**src/rtl/vga_fb_arb_pkg.sv**
```systemverilog
// Shared types and frame geometry defaults for the framebuffer arbiter.
// VGA_FB_ARB_CPU_READ_EN adds the CPU read owner to the owner encoding.
package vga_fb_arb_pkg;

  localparam int LINE_PIXELS_DEF = 160;
  localparam int LINES_DEF       = 120;
  localparam int LINE_REPEAT_DEF = 4;
  localparam int FRAME_READS     = LINES_DEF * LINE_REPEAT_DEF * LINE_PIXELS_DEF;

  typedef enum logic [1:0] {
    OWN_NONE   = 2'd0,
    OWN_DISP   = 2'd1,
`ifdef VGA_FB_ARB_CPU_READ_EN
    OWN_CPU_RD = 2'd2,
`endif
    OWN_CPU_WR = 2'd3
  } owner_t;

endpackage

```
**src/rtl/vga_pix_fifo.sv**
```systemverilog
// Scanout pixel FIFO: flush, occupancy count and a registered head word.
module vga_pix_fifo #(
  parameter int DEPTH = 16,
  parameter int W     = 8
) (
  input  logic                     clkin,
  input  logic                     reset_n,
  input  logic                     flush,
  input  logic                     wr,
  input  logic [W-1:0]             wdata,
  input  logic                     rd,
  output logic [W-1:0]             head,
  output logic [$clog2(DEPTH):0]   count
);

  localparam int AW = $clog2(DEPTH);
  localparam logic [AW:0] FULL = (AW+1)'(DEPTH);
  localparam logic [AW:0] ONE  = (AW+1)'(1);

  logic [W-1:0]  mem [DEPTH];
  logic [AW-1:0] wptr, rptr, rptr_nx;
  logic          rd_eff, wr_eff;

  assign rd_eff  = rd && (count != '0);
  assign wr_eff  = wr && (count != FULL);
  assign rptr_nx = rptr + 1'b1;

  always_ff @(posedge clkin) begin
    if (wr_eff && !flush) mem[wptr] <= wdata;
  end

  always_ff @(posedge clkin or negedge reset_n) begin
    if (!reset_n) begin
      wptr  <= '0;
      rptr  <= '0;
      count <= '0;
    end else if (flush) begin
      wptr  <= '0;
      rptr  <= '0;
      count <= '0;
    end else begin
      if (wr_eff) wptr <= wptr + 1'b1;
      if (rd_eff) rptr <= rptr_nx;
      if (wr_eff && !rd_eff)      count <= count + 1'b1;
      else if (rd_eff && !wr_eff) count <= count - 1'b1;
    end
  end

  // Head tracks the entry at rptr; a word being written this cycle bypasses the array.
  always_ff @(posedge clkin or negedge reset_n) begin
    if (!reset_n) begin
      head <= '0;
    end else if (!flush) begin
      if (count == '0) begin
        if (wr) head <= wdata;
      end else if (rd) begin
        if (count == ONE) begin
          if (wr) head <= wdata;
        end else begin
          head <= mem[rptr_nx];
        end
      end
    end
  end

endmodule

```
**src/rtl/vga_fb_arbiter.sv**
```systemverilog
// Framebuffer RAM arbiter between VGA scanout fetch and CPU req/ack port.
// VGA_FB_ARB_CPU_READ_EN enables CPU reads through the RAM.
//
// owner      | meaning
// OWN_NONE   | no RAM access issued this cycle
// OWN_DISP   | scanout read, data goes to the pixel FIFO
// OWN_CPU_RD | CPU read, data goes to cpu_rdata
// OWN_CPU_WR | CPU write
module vga_fb_arbiter
  import vga_fb_arb_pkg::*;
#(
  parameter int ADDR_W       = 15,
  parameter int DATA_W       = 8,
  parameter int LINE_PIXELS  = LINE_PIXELS_DEF,
  parameter int LINES        = LINES_DEF,
  parameter int LINE_REPEAT  = LINE_REPEAT_DEF,
  parameter int FIFO_DEPTH   = 16,
  parameter int CPU_MAX_WAIT = 8
) (
  input  logic              clkin,
  input  logic              reset_n,
  input  logic              frame_start,
  input  logic [ADDR_W-1:0] vbase,
  input  logic              pix_rd,
  output logic [DATA_W-1:0] pix_data,
  output logic              pix_valid,
  output logic              underrun,
  input  logic              cpu_req,
  input  logic              cpu_we,
  input  logic [ADDR_W-1:0] cpu_addr,
  input  logic [DATA_W-1:0] cpu_wdata,
  output logic              cpu_ack,
  output logic [DATA_W-1:0] cpu_rdata,
  output logic              mem_en,
  output logic              mem_we,
  output logic [ADDR_W-1:0] mem_addr,
  output logic [DATA_W-1:0] mem_wdata,
  input  logic [DATA_W-1:0] mem_rdata
);

  localparam int COL_W  = $clog2(LINE_PIXELS + 1);
  localparam int REP_W  = $clog2(LINE_REPEAT + 1);
  localparam int ROW_W  = $clog2(LINES + 1);
  localparam int WAIT_W = $clog2(CPU_MAX_WAIT + 1);
  localparam int CNT_W  = $clog2(FIFO_DEPTH) + 1;

  localparam logic [COL_W-1:0]  COL_LAST = COL_W'(LINE_PIXELS - 1);
  localparam logic [REP_W-1:0]  REP_LAST = REP_W'(LINE_REPEAT - 1);
  localparam logic [ROW_W-1:0]  ROW_LAST = ROW_W'(LINES - 1);
  localparam logic [WAIT_W-1:0] WAIT_MAX = WAIT_W'(CPU_MAX_WAIT);
  localparam logic [CNT_W+1:0]  OCC_LIM  = (CNT_W+2)'(FIFO_DEPTH);
  localparam logic [CNT_W-1:0]  HALF     = CNT_W'(FIFO_DEPTH / 2);

  logic [COL_W-1:0]  col;
  logic [REP_W-1:0]  rep;
  logic [ROW_W-1:0]  row;
  logic [ADDR_W-1:0] row_base;
  logic              fetch_active, epoch;
  logic [WAIT_W-1:0] wait_cnt;
  logic              cpu_busy;
  owner_t            own1, own2, grant, cpu_own;
  logic              ep1, ep2;

  logic              cpu_pend, cpu_ram, cpu_fast, cpu_grant, ack_nx;
  logic              disp1, disp2, disp_elig, urgent, fifo_wr;
  logic [1:0]        inflight;
  logic [CNT_W+1:0]  occ_sum;
  logic [CNT_W-1:0]  fifo_count;

  assign cpu_pend = cpu_req && !cpu_busy;

`ifdef VGA_FB_ARB_CPU_READ_EN
  assign cpu_ram  = cpu_pend;
  assign cpu_fast = 1'b0;
  assign cpu_own  = cpu_we ? OWN_CPU_WR : OWN_CPU_RD;
  assign ack_nx   = (own1 == OWN_CPU_WR) || (own2 == OWN_CPU_RD);
`else
  // Reads never touch the RAM: they are answered with zero one cycle after sampling.
  assign cpu_ram  = cpu_pend && cpu_we;
  assign cpu_fast = cpu_pend && !cpu_we;
  assign cpu_own  = OWN_CPU_WR;
  assign ack_nx   = (own1 == OWN_CPU_WR) || cpu_fast;
`endif

  // Only reads of the current epoch are counted; stale ones are dropped on return.
  assign disp1     = (own1 == OWN_DISP) && (ep1 == epoch);
  assign disp2     = (own2 == OWN_DISP) && (ep2 == epoch);
  assign inflight  = {1'b0, disp1} + {1'b0, disp2};
  assign occ_sum   = {2'b00, fifo_count} + {{CNT_W{1'b0}}, inflight};
  assign disp_elig = fetch_active && !frame_start && (occ_sum < OCC_LIM);
  assign urgent    = fifo_count < HALF;
  assign fifo_wr   = disp2;
  assign pix_valid = (fifo_count != '0);

  always_comb begin
    grant = OWN_NONE;
    if (cpu_ram && (wait_cnt == WAIT_MAX)) grant = cpu_own;
    else if (disp_elig && urgent)          grant = OWN_DISP;
    else if (cpu_ram)                      grant = cpu_own;
    else if (disp_elig)                    grant = OWN_DISP;
  end

  assign cpu_grant = ((grant != OWN_NONE) && (grant != OWN_DISP)) || cpu_fast;

  always_ff @(posedge clkin or negedge reset_n) begin
    if (!reset_n) begin
      mem_en       <= 1'b0;
      mem_we       <= 1'b0;
      mem_addr     <= '0;
      mem_wdata    <= '0;
      own1         <= OWN_NONE;
      own2         <= OWN_NONE;
      ep1          <= 1'b0;
      ep2          <= 1'b0;
      cpu_ack      <= 1'b0;
      cpu_busy     <= 1'b0;
      wait_cnt     <= '0;
      underrun     <= 1'b0;
      fetch_active <= 1'b0;
      epoch        <= 1'b0;
      col          <= '0;
      rep          <= '0;
      row          <= '0;
      row_base     <= '0;
    end else begin
      mem_en <= (grant != OWN_NONE);
      mem_we <= (grant == OWN_CPU_WR);
      if (grant == OWN_DISP) begin
        mem_addr <= row_base + ADDR_W'(col);
      end else if (grant != OWN_NONE) begin
        mem_addr  <= cpu_addr;
        mem_wdata <= cpu_wdata;
      end
      own1 <= grant;
      ep1  <= epoch;
      own2 <= own1;
      ep2  <= ep1;

      cpu_ack <= ack_nx;
      if (cpu_ack)        cpu_busy <= 1'b0;
      else if (cpu_grant) cpu_busy <= 1'b1;
      if (cpu_grant)     wait_cnt <= '0;
      else if (cpu_pend) wait_cnt <= wait_cnt + 1'b1;

      if (frame_start)                underrun <= 1'b0;
      else if (pix_rd && !pix_valid)  underrun <= 1'b1;

      if (frame_start) begin
        fetch_active <= 1'b1;
        epoch        <= ~epoch;
        col          <= '0;
        rep          <= '0;
        row          <= '0;
        row_base     <= vbase;
      end else if (grant == OWN_DISP) begin
        if (col == COL_LAST) begin
          col <= '0;
          if (rep == REP_LAST) begin
            rep      <= '0;
            row_base <= row_base + ADDR_W'(LINE_PIXELS);
            if (row == ROW_LAST) begin
              row          <= '0;
              fetch_active <= 1'b0;
            end else begin
              row <= row + 1'b1;
            end
          end else begin
            rep <= rep + 1'b1;
          end
        end else begin
          col <= col + 1'b1;
        end
      end
    end
  end

`ifdef VGA_FB_ARB_CPU_READ_EN
  always_ff @(posedge clkin or negedge reset_n) begin
    if (!reset_n)                cpu_rdata <= '0;
    else if (own2 == OWN_CPU_RD) cpu_rdata <= mem_rdata;
  end
`else
  assign cpu_rdata = '0;
`endif

  vga_pix_fifo #(
    .DEPTH (FIFO_DEPTH),
    .W     (DATA_W)
  ) u_fifo (
    .clkin   (clkin),
    .reset_n (reset_n),
    .flush   (frame_start),
    .wr      (fifo_wr),
    .wdata   (mem_rdata),
    .rd      (pix_rd),
    .head    (pix_data),
    .count   (fifo_count)
  );

endmodule

```
**config.mk**
```make
export PLATFORM = sky130hd
export DESIGN_NAME = vga_fb_arbiter
export DESIGN_NICKNAME = d
export VERILOG_FILES = /design/src/rtl/vga_fb_arb_pkg.sv /design/src/rtl/vga_pix_fifo.sv /design/src/rtl/vga_fb_arbiter.sv
export SDC_FILE = /design/constraint.sdc
export NUM_CORES = 1
export LEC_CHECK = 0
export CORE_AREA = 4 4 230 165
export CTS_BUF_LIST = sky130_fd_sc_hd__clkbuf_4
export DETAILED_ROUTE_END_ITERATION = 7
export DIE_AREA = 0 0 234 169
export GPL_TIMING_DRIVEN = 0
export PLACE_DENSITY = 0.51
export RECOVER_POWER = 25
export SLEW_MARGIN = 30
export SYNTH_ARGS = -nofsm -noshare
export SYNTH_HDL_FRONTEND = slang
export SYNTH_SLANG_ARGS = --single-unit
```
**constraint.sdc**
```tcl
create_clock -name clkin -period 2.5 [get_ports clkin]
set_clock_uncertainty 0.05 [all_clocks]
set_input_delay 0.625 -clock clkin [delete_from_list [all_inputs] [get_ports clkin]]
set_output_delay 0.625 -clock clkin [all_outputs]
set_load 0.02 [all_outputs]
```
==> results of run 1 <==
[repair_timing]
action                                  CTS  global route
resized for setup                        64            45
endpoints found under the hold margin    29             0
pin swaps                                 4             8
endpoints found under the setup margin  151            79
hold buffers                              1             0
buffers inserted                          8            15
[flip-flops by register name, summed over array words and instances, names as in the netlist]
name          cells
u_fifo.head       8
ep1               1
mem_we            1
mem_addr         15
u_fifo.rptr       4
rep               3
own1              2
cpu_ack           1
cpu_busy          1
ep2               1
epoch             1
col               8
underrun          1
wait_cnt          4
mem_en            1
fetch_active      1
u_fifo.mem      128
mem_wdata         8
u_fifo.wptr       4
row_base         15
own2              2
row               7
u_fifo.count      5
[layer usage]
| layer | up-vias | global-route usage [%] | routed length (um) |
|---|---|---|---|
| met4 | 0 | 4.00 | 488 |
| met2 | 117 | 17.8 | 10900 |
| met1 | 3288 | 20.2 | 13100 |
| li1 | 3105 | - | - |
| met5 | - | 0 | 0 |
| met3 | 37 | 2.93 | 1080 |
[stage by stage]
stage	power, mW	area (um^2)	hold slack, ns
after floorplan	6.59	9920	0.279
after global placement	7.92	11400	0.331
after detailed placement	7.97	11500	0.329
after CTS	11.5	12500	0.257
after global routing	12.3	12700	0.309
final	11.6	12700	0.342
[area by class of cell]
class	instances	area share, %
Timing Repair Buffer	115	8.59
Sequential cell	222	48.7
Buffer	33	1.90
Antenna cell	1	0.0197
Clock buffer	92	5.42
Clock inverter	12	0.501
Tap cell	480	4.72
Inverter	16	0.472
Multi-Input combinational cell	463	29.7
[synth_stat cells, drive strengths merged (5+ instances only)]
| master | number |
|---|---|
| xnor2 | 23 |
| nor3 | 12 |
| nand2b | 5 |
| o21ai | 38 |
| xor2 | 13 |
| o22ai | 11 |
| nand3 | 18 |
| and2 | 16 |
| and3 | 8 |
| mux4 | 40 |
| nor4 | 9 |
| nor2b | 5 |
| nor2 | 56 |
| a22oi | 7 |
| dfrtp | 94 |
| inv | 16 |
| clkbuf | 25 |
| nand2 | 69 |
| or3 | 7 |
| ha | 23 |
| mux2 | 5 |
| buf | 14 |
| edfxtp | 128 |
| nand4 | 9 |
| a21oi | 39 |
[power by group]
| group | leakage (nW) | total (mW) | switching [mW] | internal, mW |
|---|---|---|---|---|
| combinational | 1.95 | 3.92 | 2.05 | 1.88 |
| sequential | 2.33 | 4.51 | 0.270 | 4.24 |
| clock | 0.455 | 3.21 | 1.53 | 1.68 |
[path summary, 6_finish.rpt]
kind                                      to  cells past startpoint  slack (ns)       startpoint
max                                pix_valid                      5       0.003  u_fifo.count[1]
min                                      ep2                      0        0.34              ep1
max reg2reg                u_fifo.mem[12][3]                      8        0.08  u_fifo.count[1]
min reg2reg                              ep2                      0        0.34              ep1
max in group asynchronous       fetch_active                      3        0.41          reset_n
min in group asynchronous             col[4]                      2        0.91          reset_n
[critical path: stages (launching register included)]
cell and delay, ns:
dfrtp_2 0.41, inv_2 0.08, ha_4 0.14, nor4b_4 0.23, inv_2 0.09, buf_6 0.14
[kinds of logic after synthesis]
family	count (synthesis)	synth area share, %
xor gates and xnor gates	36	3.19
and+or+nand+nor	230	11.6
other	1	0.0379
buffers and inverters	55	2.48
AOI/OAI and AO/OA	116	6.78
muxes	49	10.2
adders and majority gates	24	3.11
DFF	222	62.6
==> flow_metrics.env, run 1 <==
export IMPL_clk_pin_slew_worst_paths_ns=0.07
export IMPL_slew_viol_final=30
export IMPL_antenna_found_initial=1
export IMPL_ys_seq_elements=222
export IMPL_setup_viol=0
export IMPL_postRouteAntennaNets=0
export IMPL_drt_iter0_markers=518
export IMPL_gp_congestion=0.792
export IMPL_outcome="finished, violations left"
export IMPL_syn_avg_cell_area_um2=13.5
export IMPL_ir_drop_mv=0.309
export IMPL_detailedPlace_worstSlack_ns=-0.776
export IMPL_grtUsageTotal_pct=13.0
export IMPL_power_density_nw_per_um2=914
export IMPL_stdcell_count=1434
export IMPL_drv_cap=1
export IMPL_synthCells=733
export IMPL_max_slew_margin_pct=-20.5
export IMPL_multi_input_area_um2=3780
export IMPL_dieArea_um2=39500
export IMPL_min_period_ns=2.50
export IMPL_synth_main_ff_cell="edfxtp_1"
export IMPL_syn_to_final_growth_pct=28.7
export IMPL_cts_max_path_buffers=3
export IMPL_end_kind="primary output"
export IMPL_start_util_pct=27.8
export IMPL_routed_via_count=6547
export IMPL_worstSetupPathType="flip-flop to primary output"
export IMPL_gr_total_overflow=0
export IMPL_final_cell_mix="128 x edfxtp_1, 92 x clkbuf_4, 90 x dfrtp_1"
export IMPL_netlist_top_cells_area="edfxtp_1 39%, dfrtp_1 24%, mux4_2 8.7%"
export IMPL_yosysUniqueCellTypes=57
export IMPL_clock_root_buffer="clkbuf_4"
export IMPL_design_core_area_um2=35600
export IMPL_cellLeakagePower_nw=4.73
export IMPL_synth_edf_count=128
export IMPL_fillers=3473
export IMPL_hpwl_mm=17.7
export IMPL_grt_max_degree=66
export IMPL_required_ns=1.82
export IMPL_final_hold_viol_count=0
export IMPL_cts_sinks=222
export IMPL_cts_tree="yes"
export IMPL_fin_crit_sh_pct=99.9
export IMPL_yosys_area_top_type="edfxtp_1"
export IMPL_utilization_pct=35.7
export IMPL_max_slew_worst_pin_slew_ns=1.81
export IMPL_h_tree_depth=2
export IMPL_drive_gt1_share_pct=26.1
export IMPL_crit_path_start_kind="flip-flop"
export IMPL_violations="max-capacitance violations, max-slew violations"
export IMPL_grt_pass1_vias=6640
export IMPL_avgViaCountPerCell=4.57
export IMPL_fin_nets=983
export IMPL_final_setup_tns_ns=0
export IMPL_mostFrequentLayoutCell="edfxtp_1"
export IMPL_dp_cells=1311
export IMPL_setup_slack_ns=0.00286
export IMPL_cts_made_buffers=56
export IMPL_drc_errors=0
export IMPL_ios=96
export IMPL_wl_per_cell_um=17.8
export IMPL_seq_area_um2=6200
export IMPL_row_count=58
export IMPL_clk_latency_ns=0.74
export IMPL_die_h_um=169
export IMPL_fmax_mhz=400
export IMPL_fp_dieW_um=234
export IMPL_drtPass1Iterations=5
export IMPL_seq_area_frac_synth_pct=62.6
export IMPL_port_buffers=87
export IMPL_cp_max_fo=2
export IMPL_totalWireLength_mm=25.5
export IMPL_synthesis_area_um2=9890
export IMPL_critPathArrivalTime_ns=1.82
export IMPL_grt_first_pass_wirelength_mm=39.7
export IMPL_hold_class="flip-flop to flip-flop"
export IMPL_rsz0062_at_grt="yes"
export IMPL_async_reset_ff_share_pct=42.3
export IMPL_yosysWarningCount=0
export IMPL_yosys_area_top_type_share_pct=38.9
No activity file was read; power rests on OpenSTA's default activity.
==> run 2, diff against run 1 <==
- CAP_MARGIN: default -> 20
==> results of run 2 <==
The final DEF is identical to that of run 1; final timing and power are the same.
==> run 3, diff against run 2 <==
- clock period: 2.5 -> 2.2 ns (I/O delays scaled with it)
==> flow_metrics.env, run 3 (synthesized netlist as in run 1, its figures left out) <==
export IMPL_outcome="finished, violations left"
export IMPL_violations="negative setup slack"
export IMPL_rrSetupSlack_ns=-0.25
export IMPL_design_core_area_um2=35600
export IMPL_largest_reg_flops=128
export IMPL_port_buffers=87
export IMPL_reg_largest_list="u_fifo.mem x128, mem_addr x15, row_base x15"
export IMPL_cts_made_buffers=58
export IMPL_min_period_ns=2.45
export IMPL_fin_crit_sh_pct=112
export IMPL_cts_tree="yes"
export IMPL_final_setup_tns_ns=-5.40
export IMPL_grt_max_degree=59
export IMPL_syn_to_final_growth_pct=38.9
export IMPL_mostFrequentLayoutCell="edfxtp_1"
export IMPL_ir_drop_mv=0.474
export IMPL_drc_errors=0
export IMPL_routed_via_count=6910
export IMPL_setup_viol=82
export IMPL_dieArea_um2=39500
export IMPL_cts_max_path_buffers=3
export IMPL_gp_congestion=0.792
export IMPL_crit_path_start_kind="flip-flop"
export IMPL_start_util_pct=27.8
export IMPL_drtPass1Iterations=4
export IMPL_antenna_found_initial=1
export IMPL_power_density_nw_per_um2=1040
export IMPL_required_ns=2.79
export IMPL_max_slew_margin_pct=34.7
export IMPL_worstSetupPathType="flip-flop to flip-flop"
export IMPL_drt_iter0_markers=533
export IMPL_ios=96
export IMPL_whs_ns=0.291
export IMPL_rsz0062_at_grt="yes"
export IMPL_fillers=3407
export IMPL_fp_dieW_um=234
export IMPL_cp_max_fo=6
export IMPL_power_mw=14.3
export IMPL_top_register="u_fifo.mem"
export IMPL_final_cell_mix="128 x edfxtp_1, 87 x dfrtp_1, 83 x clkbuf_4"
export IMPL_max_slew_worst_pin_slew_ns=0.979
export IMPL_avgViaCountPerCell=4.68
export IMPL_cellLeakagePower_nw=5.13
export IMPL_clk_latency_ns=0.74
export IMPL_cts_sinks=222
export IMPL_setup_slack_ns=-0.255
export IMPL_clock_root_buffer="clkbuf_4"
export IMPL_fmax_mhz=407
export IMPL_row_count=58
export IMPL_multi_input_area_um2=4290
export IMPL_seq_area_um2=6200
export IMPL_clk_pin_slew_worst_paths_ns=0.07
export IMPL_totalWireLength_mm=28.0
export IMPL_grt_first_pass_wirelength_mm=41.7
export IMPL_drv_cap=0
export IMPL_critPathArrivalTime_ns=3.04
export IMPL_h_tree_depth=2
export IMPL_gr_total_overflow=0
export IMPL_hold_class="input port to flip-flop"
export IMPL_die_h_um=169
export IMPL_grt_pass1_vias=6858
export IMPL_hpwl_mm=18.1
export IMPL_fin_nets=1025
export IMPL_end_kind="flip-flop"
export IMPL_postRouteAntennaNets=0
export IMPL_wl_per_cell_um=18.9
export IMPL_slew_viol_final=0
export IMPL_grtUsageTotal_pct=13.8
export IMPL_final_hold_viol_count=0
export IMPL_drive_gt1_share_pct=35.3
[run 3: cell count changes in the layout (fill, tap and decap cells not counted), moves of 10 or more]
| cell | previous run | this run |
|---|---|---|
| clkdlybuf4s50_1 | 78 | 45 |
| dlygate4sd2_1 | 2 | 34 |
| buf_4 | 32 | 52 |
| and2_4 | 2 | 14 |
| buf_6 | 3 | 15 |
| o21ai_0 | 38 | 26 |
| and2_2 | 11 | 0 |
| o21ai_1 | 0 | 11 |
| a21oi_1 | 37 | 27 |
| clkinv_1 | 8 | 18 |
[run 3: per-layer routing]
metal	vias to the layer above	global-route usage (%)	routed length [um]
li1	3218	-	-
met1	3511	20.4	13600
met2	144	20.0	12600
met3	37	3.33	1360
met4	0	3.85	435
met5	-	0	0
[run 3: worst max-delay path, cell delays in order (launching register included)]
cell and delay (ns):
dfrtp_2 0.45, xor2_2 0.15, nor3b_2 0.18, ha_1 0.25, nand4_1 0.20, and3_1 0.22, buf_6 0.14, nand3_4 0.09
or4b_1 0.48, a21oi_1 0.14
[run 3: path summary, 6_finish.rpt]
kind                            cells after the start              end    startpoint
worst max-delay path                                9           row[4]         epoch
worst min-delay path                                3     mem_wdata[5]  cpu_wdata[5]
worst max register to register                      9           row[4]         epoch
worst min register to register                      0          own2[0]       own1[0]
max in group asynchronous                           3  u_fifo.count[4]       reset_n
min in group asynchronous                           2     mem_addr[13]       reset_n
[run 3: cell type report]
type	count	share of cell area, %
antenna	1	0.0182
buffer	35	2.64
clock buffer	83	4.53
inverter	16	0.455
multi-input combinational	465	31.2
sequential	222	45.1
tap	480	4.37
clock inverter	25	0.983
timing repair buffer	151	10.6
[run 3: power breakdown]
group | internal (mW) | leakage, nW | total (mW) | switching [mW]
clock network | 1.87 | 0.449 | 3.64 | 1.77
logic | 2.75 | 2.36 | 5.47 | 2.73
registers | 4.81 | 2.33 | 5.15 | 0.333
[run 3: timing repair]
action	in CTS	in global routing
resized for setup	146	143
cloned	3	3
buffers inserted	26	33
hold buffers	1	0
pin swaps	25	44
hold endpoints to repair	40	0
endpoints found under the setup margin	217	170
[run 3: metrics by stage]
stage          instances  setup slack, ns  instance area, um^2  utilization, %
2_1_floorplan        740          0.00880                10000               -
3_3_place_gp        1307            -3.41                11500            32.2
3_5_place_dp        1308           -0.960                11500            32.3
4_1_cts             1443           -0.325                13000            36.4
5_1_grt             1478           -0.412                13700            38.6
6_report            1478           -0.255                13700            38.6
